### config.mk
export PLATFORM = sky130hd
export DESIGN_NAME = fpu_unit
export DESIGN_NICKNAME = d
export VERILOG_FILES = /design/src/rtl/fpu_unit.sv
export SDC_FILE = /design/constraint.sdc
export NUM_CORES = 1
export LEC_CHECK = 0
export ABC_AREA = 1
export CORE_MARGIN = 2
export CORE_UTILIZATION = 54
export CTS_CLUSTER_DIAMETER = 150
export DETAILED_ROUTE_END_ITERATION = 8
export GPL_TIMING_DRIVEN = 0
export PLACE_DENSITY = 0.87
export SYNTH_ARGS = -nofsm -noshare
export SYNTH_HDL_FRONTEND = slang
export SYNTH_SLANG_ARGS = --single-unit
export TNS_END_PERCENT = 30
### constraint.sdc
create_clock -name i_clk -period 21.7 [get_ports i_clk]
set_input_delay 6.51 -clock i_clk [delete_from_list [all_inputs] [get_ports i_clk]]
set_output_delay 6.51 -clock i_clk [all_outputs]
set_load 0.01 [all_outputs]
### src/rtl/fpu_unit.sv
// Single-precision IEEE-754 adder/subtractor with a combinational result,
// a registered copy of that result and sticky overflow/underflow flags.
module fpu_unit #(
  parameter int NUM_OP = 1
) (
  input  logic        i_clk,
  input  logic        i_rst_n,
  input  logic        i_add_sub,
  input  logic [31:0] i_32_a,
  input  logic [31:0] i_32_b,
  output logic [31:0] o_32_s,
  output logic        o_ov_flag,
  output logic        o_un_flag,
  output logic [31:0] o_32_s_q,
  output logic        o_ov_sticky,
  output logic        o_un_sticky
);

  logic              op_sub;
  logic              sa, sb;
  logic [7:0]        ea, eb;
  logic [23:0]       ma, mb;
  logic              a_nan, b_nan, a_inf, b_inf, nan_res;
  logic              sl, ss;
  logic [7:0]        el, es, d;
  logic [23:0]       ml, ms;
  logic [49:0]       sh_ext;
  logic [26:0]       ms_al;
  logic [27:0]       sum;
  logic [4:0]        lz;
  logic [26:0]       nm;
  logic signed [9:0] ne, ef;
  logic              rnd;
  logic [24:0]       mr;
  logic [22:0]       frac;

  function automatic logic [4:0] lzc27(input logic [26:0] v);
    logic [4:0] n;
    n = 5'd27;
    for (int unsigned i = 0; i < 27; i++) begin
      if (v[i]) n = 5'(26 - i);
    end
    return n;
  endfunction

  assign op_sub = (NUM_OP == 1) ? i_add_sub : 1'b0;

  // Subtraction is addition of B with its sign flipped; subnormals collapse to signed zero.
  assign sa = i_32_a[31];
  assign sb = i_32_b[31] ^ op_sub;
  assign ea = i_32_a[30:23];
  assign eb = i_32_b[30:23];
  assign ma = (ea == '0) ? '0 : {1'b1, i_32_a[22:0]};
  assign mb = (eb == '0) ? '0 : {1'b1, i_32_b[22:0]};

  assign a_nan   = (ea == '1) && (i_32_a[22:0] != '0);
  assign b_nan   = (eb == '1) && (i_32_b[22:0] != '0);
  assign a_inf   = (ea == '1) && (i_32_a[22:0] == '0);
  assign b_inf   = (eb == '1) && (i_32_b[22:0] == '0);
  assign nan_res = a_nan || b_nan || (a_inf && b_inf && (sa != sb));

  always_comb begin
    sl = sa; el = ea; ml = ma;
    ss = sb; es = eb; ms = mb;
    if ({eb, mb} > {ea, ma}) begin
      sl = sb; el = eb; ml = mb;
      ss = sa; es = ea; ms = ma;
    end
  end

  // Alignment keeps guard/round in the top 26 bits and folds the rest into sticky.
  always_comb begin
    d      = el - es;
    sh_ext = {ms, 26'b0} >> d;
    if (d >= 8'd26) ms_al = {26'b0, |ms};
    else            ms_al = {sh_ext[49:24], |sh_ext[23:0]};
    if (sl ^ ss) sum = {1'b0, ml, 3'b000} - {1'b0, ms_al};
    else         sum = {1'b0, ml, 3'b000} + {1'b0, ms_al};
  end

  always_comb begin
    lz = lzc27(sum[26:0]);
    if (sum[27]) begin
      nm = {sum[27:2], sum[1] | sum[0]};
      ne = $signed({2'b00, el}) + 10'sd1;
    end else begin
      nm = sum[26:0] << lz;
      ne = $signed({2'b00, el}) - $signed({5'b00000, lz});
    end
  end

  always_comb begin
    rnd  = nm[2] & (nm[1] | nm[0] | nm[3]);
    mr   = {1'b0, nm[26:3]} + {24'b0, rnd};
    ef   = mr[24] ? (ne + 10'sd1) : ne;
    frac = mr[24] ? mr[23:1] : mr[22:0];
  end

  always_comb begin
    o_32_s    = '0;
    o_ov_flag = 1'b0;
    o_un_flag = 1'b0;
    if (nan_res) begin
      o_32_s = 32'h7FC0_0000;
    end else if (a_inf) begin
      o_32_s = {sa, 8'hFF, 23'b0};
    end else if (b_inf) begin
      o_32_s = {sb, 8'hFF, 23'b0};
    end else if (sum == '0) begin
      // Only two zeros of the same sign can sum to exact zero with that sign.
      o_32_s = {sa & sb, 31'b0};
    end else if (ef >= 10'sd255) begin
      o_32_s    = {sl, 8'hFF, 23'b0};
      o_ov_flag = 1'b1;
    end else if (ef <= 10'sd0) begin
      o_32_s    = {sl, 31'b0};
      o_un_flag = 1'b1;
    end else begin
      o_32_s = {sl, ef[7:0], frac};
    end
  end

  always_ff @(posedge i_clk or negedge i_rst_n) begin
    if (!i_rst_n) begin
      o_32_s_q    <= '0;
      o_ov_sticky <= 1'b0;
      o_un_sticky <= 1'b0;
    end else begin
      o_32_s_q    <= o_32_s;
      o_ov_sticky <= o_ov_sticky | o_ov_flag;
      o_un_sticky <= o_un_sticky | o_un_flag;
    end
  end

endmodule

# ---- Word level (Yosys, flattened, before mapping)
# Index checks and enable logic that the tools add are counted.
dict set report op_classes {
  addsub 7
  order_cmp 4
  eq_ne 3
  n_shift 2
  mux 58
  n_bitwise 9
  reduce_logical 17
}
# op count
set op_table {}
lappend op_table {{two-way mux 5 bit} 26}
lappend op_table {{two-way mux 32 bit} 4}
lappend op_table {{two-way mux 24 bit} 4}
lappend op_table {{two-way mux 31 bit} 2}
lappend op_table {{two-way mux 27 bit} 2}
lappend op_table {{right shift 50 x 8 -> 50 bit} 1}
lappend op_table {{OR reduction 24 bit} 2}
lappend op_table {{logical NOT 23 bit} 2}
lappend op_table {{nonzero test 23 bit} 2}
lappend op_table {{> comparator 32 bit} 1}
lappend op_table {{adder 27 x 27 -> 28 bit} 1}
lappend op_table {{logical NOT 28 bit} 1}
lappend op_table {{two-way mux 28 bit} 1}
lappend op_table {{subtractor 27 x 27 -> 28 bit} 1}
lappend op_table {{<< shifter 27 x 5 -> 27 bit} 1}
lappend op_table {{adder 24 x 1 -> 25 bit} 1}
lappend op_table {{two-way mux 23 bit} 1}
lappend op_table {{two-way mux 10 bit} 2}
lappend op_table {{== test 8 bit, second input constant} 2}
lappend op_table {{logical NOT 8 bit} 2}
lappend op_table {{two-way mux 8 bit} 2}
lappend op_table {{two-way mux 1 bit} 14}
lappend op_table {{adder 10 x 2 -> 10 bit, second input constant} 1}
lappend op_table {{>= comparator 10 x 9 -> 1 bit, second input constant} 1}
lappend op_table {{other kinds (11)} 23}
dict set report word_totals {
  register_bits 34
  inputBits 67
  elab_cells 103
}

# ---- Logic depth before layout (Yosys ltp)
# Gate-level depths: netlist (run 1).
dict set report logic_depth {
  depth_word 52
  depth_mapped 98
  mapped_depth_nobuf 94
}

# ---- Worst setup path before layout (run 1)
# Ideal clock, no wire load.
dict set report synth_timing {
  path_kind {input -> output}
  startpoint {in i_32_b[24]}
  endpoint {out o_32_s[21]}
  t_arrival_ps 16018
  required_ps 15190
  path_slack_ps -828
  path_stages 87
  path_cell_list {nor4_1 -> nand2_1 -> inv_1 -> buf_1 -> nor2_1 -> ha_1 -> nand2_1 -> nor2_1 -> nand4_1 -> nor3b_2 -> nand2_1 -> nand2_2 -> nand2_2 -> buf_6 -> nand2_1 -> nand2_1 -> nand2_2 -> nand2_2 -> (+51 left out) -> xor2_1 -> o21ai_0 -> inv_1 -> nor2_1 -> nand2_1 -> nor3_1 -> xnor2_1 -> inv_1 -> nand4_1 -> nand2_1 -> nand2_1 -> nor2_2 -> nand3_4 -> nand2_4 -> nor2_8 -> inv_6 -> buf_12 -> nor2_2}
}
dict set report synth_between {
  elab_chain_len 51
}
# item line_no
set synth_lines {}
lappend synth_lines {{start, declared} 10} ;# input logic [31:0] i_32_b,
lappend synth_lines {{logical NOT 8 bit} 54} ;# assign mb = (eb == '0) ? '0 : {1'b1, i_32_b[22:0]};
lappend synth_lines {{two-way mux 24 bit} 54}
lappend synth_lines {{> comparator 32 bit} 65} ;# if ({eb, mb} > {ea, ma}) begin
lappend synth_lines {{two-way mux 8 bit} 65}
lappend synth_lines {{subtractor 8 bit} 73} ;# d = el - es;
lappend synth_lines {{right shift 50 x 8 -> 50 bit} 74} ;# sh_ext = {ms, 26'b0} >> d;
lappend synth_lines {{OR reduction 24 bit} 76} ;# else ms_al = {sh_ext[49:24], |sh_ext[23:0]};
lappend synth_lines {{two-way mux 27 bit} 75} ;# if (d >= 8'd26) ms_al = {26'b0, |ms};
lappend synth_lines {{(+35 left out)} n/a}
lappend synth_lines {{two-way mux 10 bit} 95} ;# ef = mr[24] ? (ne + 10'sd1) : ne;
lappend synth_lines {{less-or-equal comparator 10 x 1 -> 1 bit} 115} ;# end else if (ef <= 10'sd0) begin
lappend synth_lines {{two-way mux 31 bit} 115}
lappend synth_lines {{two-way mux 31 bit} 112} ;# end else if (ef >= 10'sd255) begin
lappend synth_lines {{two-way mux 32 bit} 109} ;# end else if (sum == '0) begin
lappend synth_lines {{two-way mux 32 bit} 107} ;# end else if (b_inf) begin
lappend synth_lines {{two-way mux 32 bit} 105} ;# end else if (a_inf) begin
lappend synth_lines {{two-way mux 32 bit *} 103} ;# if (nan_res) begin
lappend synth_lines {{end, declared} 11} ;# output logic [31:0] o_32_s,
# Mark *: on every way between the ends. The rest lies on a longest branch, timed or not.

# ---- Final worst setup path (run 1)
dict set report layout_timing {
  startpoint {in i_32_b[28]}
  endpoint {out o_32_s[14]}
}
# The elaborated chain is that of the path after synthesis.

==> results of run 1 <==
[sequential cells by signal, indices dropped and copies added, names as in the netlist]
signal and count:
o_ov_sticky 1, o_un_sticky 1, o_32_s_q 32
[metrics by stage]
stage          total power [mW]  hold WS [ns]  setup TNS (ns)   util
2_1_floorplan              1.02         0.513           -2.50      -
3_3_place_gp               1.45         0.459         -120.38  0.632
3_5_place_dp               1.47         0.470         -129.21  0.632
4_1_cts                    1.66         0.481          -54.27  0.718
5_1_grt                    1.89         0.521          -89.74  0.738
6_report                   1.77         0.495          -77.35  0.738
[what timing repair did]
action | CTS | global route
gates cloned | 7 | 0
buffers inserted | 113 | 27
endpoints found under the hold margin | 0 | 0
pin swaps | 85 | 95
endpoints found under the setup margin | 34 | 34
gates resized for setup | 409 | 92
hold buffers | 0 | 0
[kinds of logic after synthesis]
logic type               Yosys count  synth area share
flip-flops                        34            0.0690
XOR/XNOR                          48            0.0387
AND/OR/NAND/NOR                 1424             0.541
adder cells (fa/ha/maj)           94            0.0967
AO/OA/AOI/OAI                    234             0.112
buffers and inverters            366             0.142
[per-layer routing]
layer	vias up	global-route usage
met5	-	0
met4	0	0.322
met3	421	0.0908
met2	1300	0.746
met1	7780	0.510
li1	7816	-
[cell usage in the layout, fill, tap and decap left out, types with 7 or more instances in the layout]
master           count
nand3_4             15
dfrtp_1             34
buf_12               7
nand2_1            594
a21oi_1             58
clkbuf_4             9
nor2_1             160
clkbuf_1             9
o21ai_0             70
nor4_1              11
nand2_4             21
nor3_1              16
o21ai_1             22
xor2_2               9
nand2_2             74
o21ai_2             10
nand3_1            345
clkdlybuf4s50_1     83
a21oi_2             13
nor2_2              23
nand3_2             51
nor2_4              33
clkbuf_2            10
ha_4                 9
nand4_1             50
inv_1              216
buf_8               11
ha_1                81
buf_2               35
buf_4              147
buf_6               48
inv_2               44
xor2_1              28
o21bai_1             7
[worst paths after layout]
check                                  from      endpoint  slack (ns)
worst max-delay path             i_32_b[28]    o_32_s[14]       -2.44
worst min-delay path            o_ov_sticky   o_ov_sticky        0.50
worst max register to register  o_un_sticky   o_un_sticky       21.03
worst min register to register  o_ov_sticky   o_ov_sticky        0.50
max in group asynchronous           i_rst_n  o_32_s_q[15]       14.92
min in group asynchronous           i_rst_n  o_32_s_q[14]        6.30
[power groups by stage]
stage          logic (mW)  registers [mW]  clock network, mW
2_1_floorplan       0.902           0.121                  0
3_3_place_gp         1.35           0.103                  0
3_5_place_dp         1.36           0.104                  0
4_1_cts              1.49           0.103             0.0658
5_1_grt              1.71           0.106             0.0692
6_report             1.60           0.104             0.0665
[synth_stat cells, drive strengths merged (9+ instances only)]
master,n
a21oi,74
buf,70
clkbuf,25
dfrtp,34
ha,92
inv,265
nand2,692
nand3,411
nand4,54
nor2,218
nor3,23
nor4,13
o21ai,102
o21bai,9
o22ai,9
xor2,41
[cell type report]
class                      instances  area, um2
multi-input combinational       1801      10900
fill                            1779       5890
timing repair buffer             279       2530
inverter                         271       1060
sequential                        34        851
buffer                            94        808
tap                              285        357
clock buffer                       5        125
timing repair inverter             1       11.3
clock inverter                     2       10.0
==> flow_summary.json, run 1 <==
{
  "whs_path_depth": 1,
  "postSynthCellCount": 2200,
  "cp.required_ns": 15.19,
  "drt_pre_antenna_iters": 8,
  "cts_tree": "done",
  "slew_violations": 0,
  "switching_share": 0.581,
  "yosysSeqAreaShare": 0.0690,
  "synth_edf_count": 0,
  "critPathTopFamily": "simple AND/OR/NAND/NOR gates",
  "die-area_um2": 24000,
  "dpl-instance-area_um2": 14200,
  "endpoint_kind": "output port",
  "setup_violations": 34,
  "die_y_um": 155,
  "violations": "negative setup slack",
  "syn_avg_cell_area_um2": 5.60,
  "final_nets": 2648,
  "seqPwrFrac": 0.059,
  "post-route-period-util": 1.11,
  "routed_via_density": 6.25,
  "critPathKind": "in2out",
  "totalWireLength_mm": 56.7,
  "die_w_um": 155,
  "fin_ws_ns": -2.44,
  "ff2ff_path_depth": 1,
  "yosys.area.top_type": "nand2_1",
  "h-tree-depth": 2,
  "synthDistinctLibCells": 75,
  "p_leak_nw": 8.65,
  "finalHoldViolations": 0,
  "diodes": 0,
  "fmax_mhz": 41.4,
  "cpMaxStageDelayCell": "nor3b_4",
  "core_area_um2": 22500,
  "track_usage": 0.447,
  "wl_met3_mm": 5.77,
  "highest_layer": "met4",
  "finalNonFillerCells": 2772,
  "critPathMaxStageDelay_ns": 0.34,
  "cts_sinks": 34,
  "synth_nets": 2361,
  "synth_ff_type": "dfrtp_1",
  "dp_hpwl_mm": 40.9,
  "final_area_um2": 16600,
  "syn_area_um2": 12300,
  "wl_per_cell_um": 20.5,
  "power_switching_mw": 1.03,
  "ys_async_sr_fraction": 1.00,
  "wl_met1_mm": 19.7,
  "period_needed_ns": 24.14,
  "ys_warn_count": 0,
  "overflow": 0,
  "ys_seq_elements": 34,
  "drt_iter0_markers": 2075,
  "max-slew-margin-rel": 0.354,
  "cts_buffer_depth": 2,
  "clk-insertion-delay-late_ns": 0.27,
  "grt_pass1_wl_mm": 85.4,
  "start_util": 0.548,
  "max-vdd-ir-drop_v": 0.0000645,
  "numCtsBuffers": 5,
  "min_path_type": "reg2reg",
  "grt_pass1_vias": 16100,
  "io_pins": 135,
  "post-place-ws_ns": -3.95,
  "crit_buf_inv": 21,
  "crit_cells": 84,
  "clk_pin_slew_ns": 0.05,
  "comb_power_share": 0.904,
  "power_density_nw_per_um2": 107,
  "drtAntennaViolNets": 0,
  "route.met2.wl_mm": 25.6,
  "port_buffers": 134,
  "placedCellCount": 2619,
  "std_cell_rows": 55,
  "drv_cap": 0,
  "cp-start-kind": "input port",
  "fin_worst_skew_ns": 0,
  "internal-power_mw": 0.744,
  "worstPathArrival_ns": 17.63,
  "synth_area_leaders": "nand2_1, nand3_1, ha_1, inv_1, dfrtp_1",
  "worst_slew_pin_slew_ns": 0.959,
  "areaGrowthSynthToFinish_pct": 34.8,
  "cp_max_fo": 5,
  "rsz0062_at_grt": "yes",
  "drive_above_1_share": 0.262,
  "status": "finished with violations",
  "grt_max_degree": 35,
  "cts.root.buffer_cell": "clkbuf_16",
  "gp_congestion": 1.08,
  "cp_common_cell": "nand2_1",
  "clockPowerShare": 0.037,
  "synth_top_area_frac": 0.195,
  "post-route-drc-count": 0,
  "vias": 17300,
  "antenna_found_initial": 1
}
Power figures use the tool's default switching activity.
==> inputs of run 2 (changes only) <==
--- a/config.mk
+++ b/config.mk
@@ -6,6 +6,7 @@
 export NUM_CORES = 1
 export LEC_CHECK = 0
 export ABC_AREA = 1
+export CAP_MARGIN = 10
 export CORE_MARGIN = 2
 export CORE_UTILIZATION = 54
 export CTS_CLUSTER_DIAMETER = 150
==> run 2 against run 1 <==
  * The flow still finishes with violations (negative setup slack)
  * First-iteration DRC count is 5.2% higher
  * Clock power hardly changed
  * Worst hold slack better by 0.00089 ns
  * Cell area hardly changed
  * Sequential power hardly changed
  * Largest cell class unchanged
  * Highest routed layer unchanged
==> flow_summary.json, run 2 (synthesis results as in run 1) <==
{
  "status": "finished with violations",
  "violations": "negative setup slack",
  "power_mw": 1.77,
  "placedCellCount": 2619,
  "start_util": 0.548,
  "dp_hpwl_mm": 40.9,
  "fin_tns_setup_ns": -78.98,
  "cp_common_cell": "nand2_1",
  "areaGrowthSynthToFinish_pct": 34.8,
  "fill_cells": 1778,
  "cp_max_fo": 5,
  "finalNonFillerCells": 2773,
  "min_path_type": "reg2reg",
  "endpoint_kind": "output port",
  "die_w_um": 155,
  "max-slew-margin-rel": 0.360,
  "cp.required_ns": 15.19,
  "drt_iter0_markers": 2183,
  "final_cell_mix": "nand2_1, nand3_1, inv_1, nor2_1, buf_4",
  "hold_start": "o_ov_sticky",
  "final_nets": 2649,
  "totalWireLength_mm": 56.9,
  "cts.root.buffer_cell": "clkbuf_16",
  "die-area_um2": 24000,
  "h-tree-depth": 2,
  "gp_congestion": 1.08,
  "clk_pin_slew_ns": 0.05,
  "cts_sinks": 34,
  "post-route-drc-count": 0,
  "overflow": 0,
  "cts_buffer_depth": 2,
  "io_pins": 135,
  "routed_via_density": 6.24,
  "core_area_um2": 22500,
  "final_common_cell": "nand2_1",
  "setup_violations": 34,
  "fin_ws_ns": -2.50,
  "vias": 17300,
  "critPathMaxStageDelay_ns": 0.34,
  "post-route-period-util": 1.12,
  "regMostFlops": "o_32_s_q",
  "drt_pre_antenna_iters": 7,
  "p_leak_nw": 8.65,
  "largest_register_ffs": 32,
  "wl_per_cell_um": 20.5,
  "fmax_mhz": 41.3,
  "grt_pass1_wl_mm": 85.4,
  "max-vdd-ir-drop_v": 0.0000643,
  "worstPathArrival_ns": 17.69,
  "ctsHoldBuffers": 0,
  "port_buffers": 134,
  "antenna_found_initial": 1,
  "r2r-start": "o_un_sticky",
  "track_usage": 0.447,
  "cts_tree": "done",
  "top_regs": "o_32_s_q: 32 flops, o_ov_sticky: 1 flops, o_un_sticky: 1 flops",
  "power_density_nw_per_um2": 107,
  "grt_max_degree": 35,
  "cp-start-kind": "input port",
  "grt_pass1_vias": 16100,
  "finalHoldViolations": 0,
  "slew_violations": 0,
  "post-route-util": 0.738,
  "die_y_um": 155,
  "critPathKind": "in2out",
  "std_cell_rows": 55,
  "fin_worst_skew_ns": 0,
  "period_needed_ns": 24.20,
  "rsz0062_at_grt": "yes",
  "worst_slew_pin_slew_ns": 0.950,
  "drive_above_1_share": 0.262,
  "crit_start": "i_32_b[23]",
  "numCtsBuffers": 5,
  "cpMaxStageDelayCell": "nor3b_4",
  "clk-insertion-delay-late_ns": 0.27,
  "drtAntennaViolNets": 0,
  "drv_cap": 0,
  "post-place-ws_ns": -3.95,
  "diodes": 0
}
-- run 2: cell type report --
cell class,count,area (um2),share of cell area
plain buffers,94,808,0.0486
clock buffers,5,125,0.00753
clock inverters,2,10.0,0.000602
inverters,271,1060,0.0641
multi-input cells,1801,10900,0.653
flip-flops and latches,34,851,0.0512
well taps,285,357,0.0215
repair buffers,280,2530,0.152
repair inverters,1,11.3,0.000678
-- run 2: metal layers --
layer,track usage,share of wire,up-vias
li1,-,-,7812
met1,0.510,0.35,7784
met2,0.746,0.45,1292
met3,0.0908,0.10,428
met4,0.322,0.099,0
met5,0,0,-
-- run 2: final timing paths --
check / end / slack (ns) / cells after the start
setup / recovery: o_32_s[14] / -2.50 / 84
hold / removal: o_ov_sticky / 0.50 / 1
min in group asynchronous: o_32_s_q[14] / 6.30 / 1
hold reg to reg: o_ov_sticky / 0.50 / 1
setup reg to reg: o_un_sticky / 21.03 / 1
max in group asynchronous: o_32_s_q[22] / 14.93 / 1
-- run 2: repair_timing --
item	CTS	global route
setup endpoints to repair	34	34
gates cloned	7	0
gates resized for setup	409	91
pin swaps	85	95
buffers inserted	113	27
-- run 2: worst max-delay path: cells and delay by family --
kind	cells	cell delay, ns
fa+ha+maj	4	0.99
xor+xnor	4	1.08
buf+inv	21	2.31
compound gates	13	2.02
simple gates	42	4.74
-- run 2: per-stage QoR --
stage,area [um2],hold WS [ns]
3_3_place_gp,14200,0.459
6_report,16600,0.496
2_1_floorplan,12500,0.513
3_5_place_dp,14200,0.470
5_1_grt,16600,0.521
4_1_cts,16100,0.481
-- run 2: power breakdown --
group          switching (mW)  leakage [nW]  internal [mW]
registers             0.00849         0.400         0.0954
clock network          0.0250        0.0694         0.0414
logic                   0.995          8.18          0.607
total                    1.03          8.65          0.744
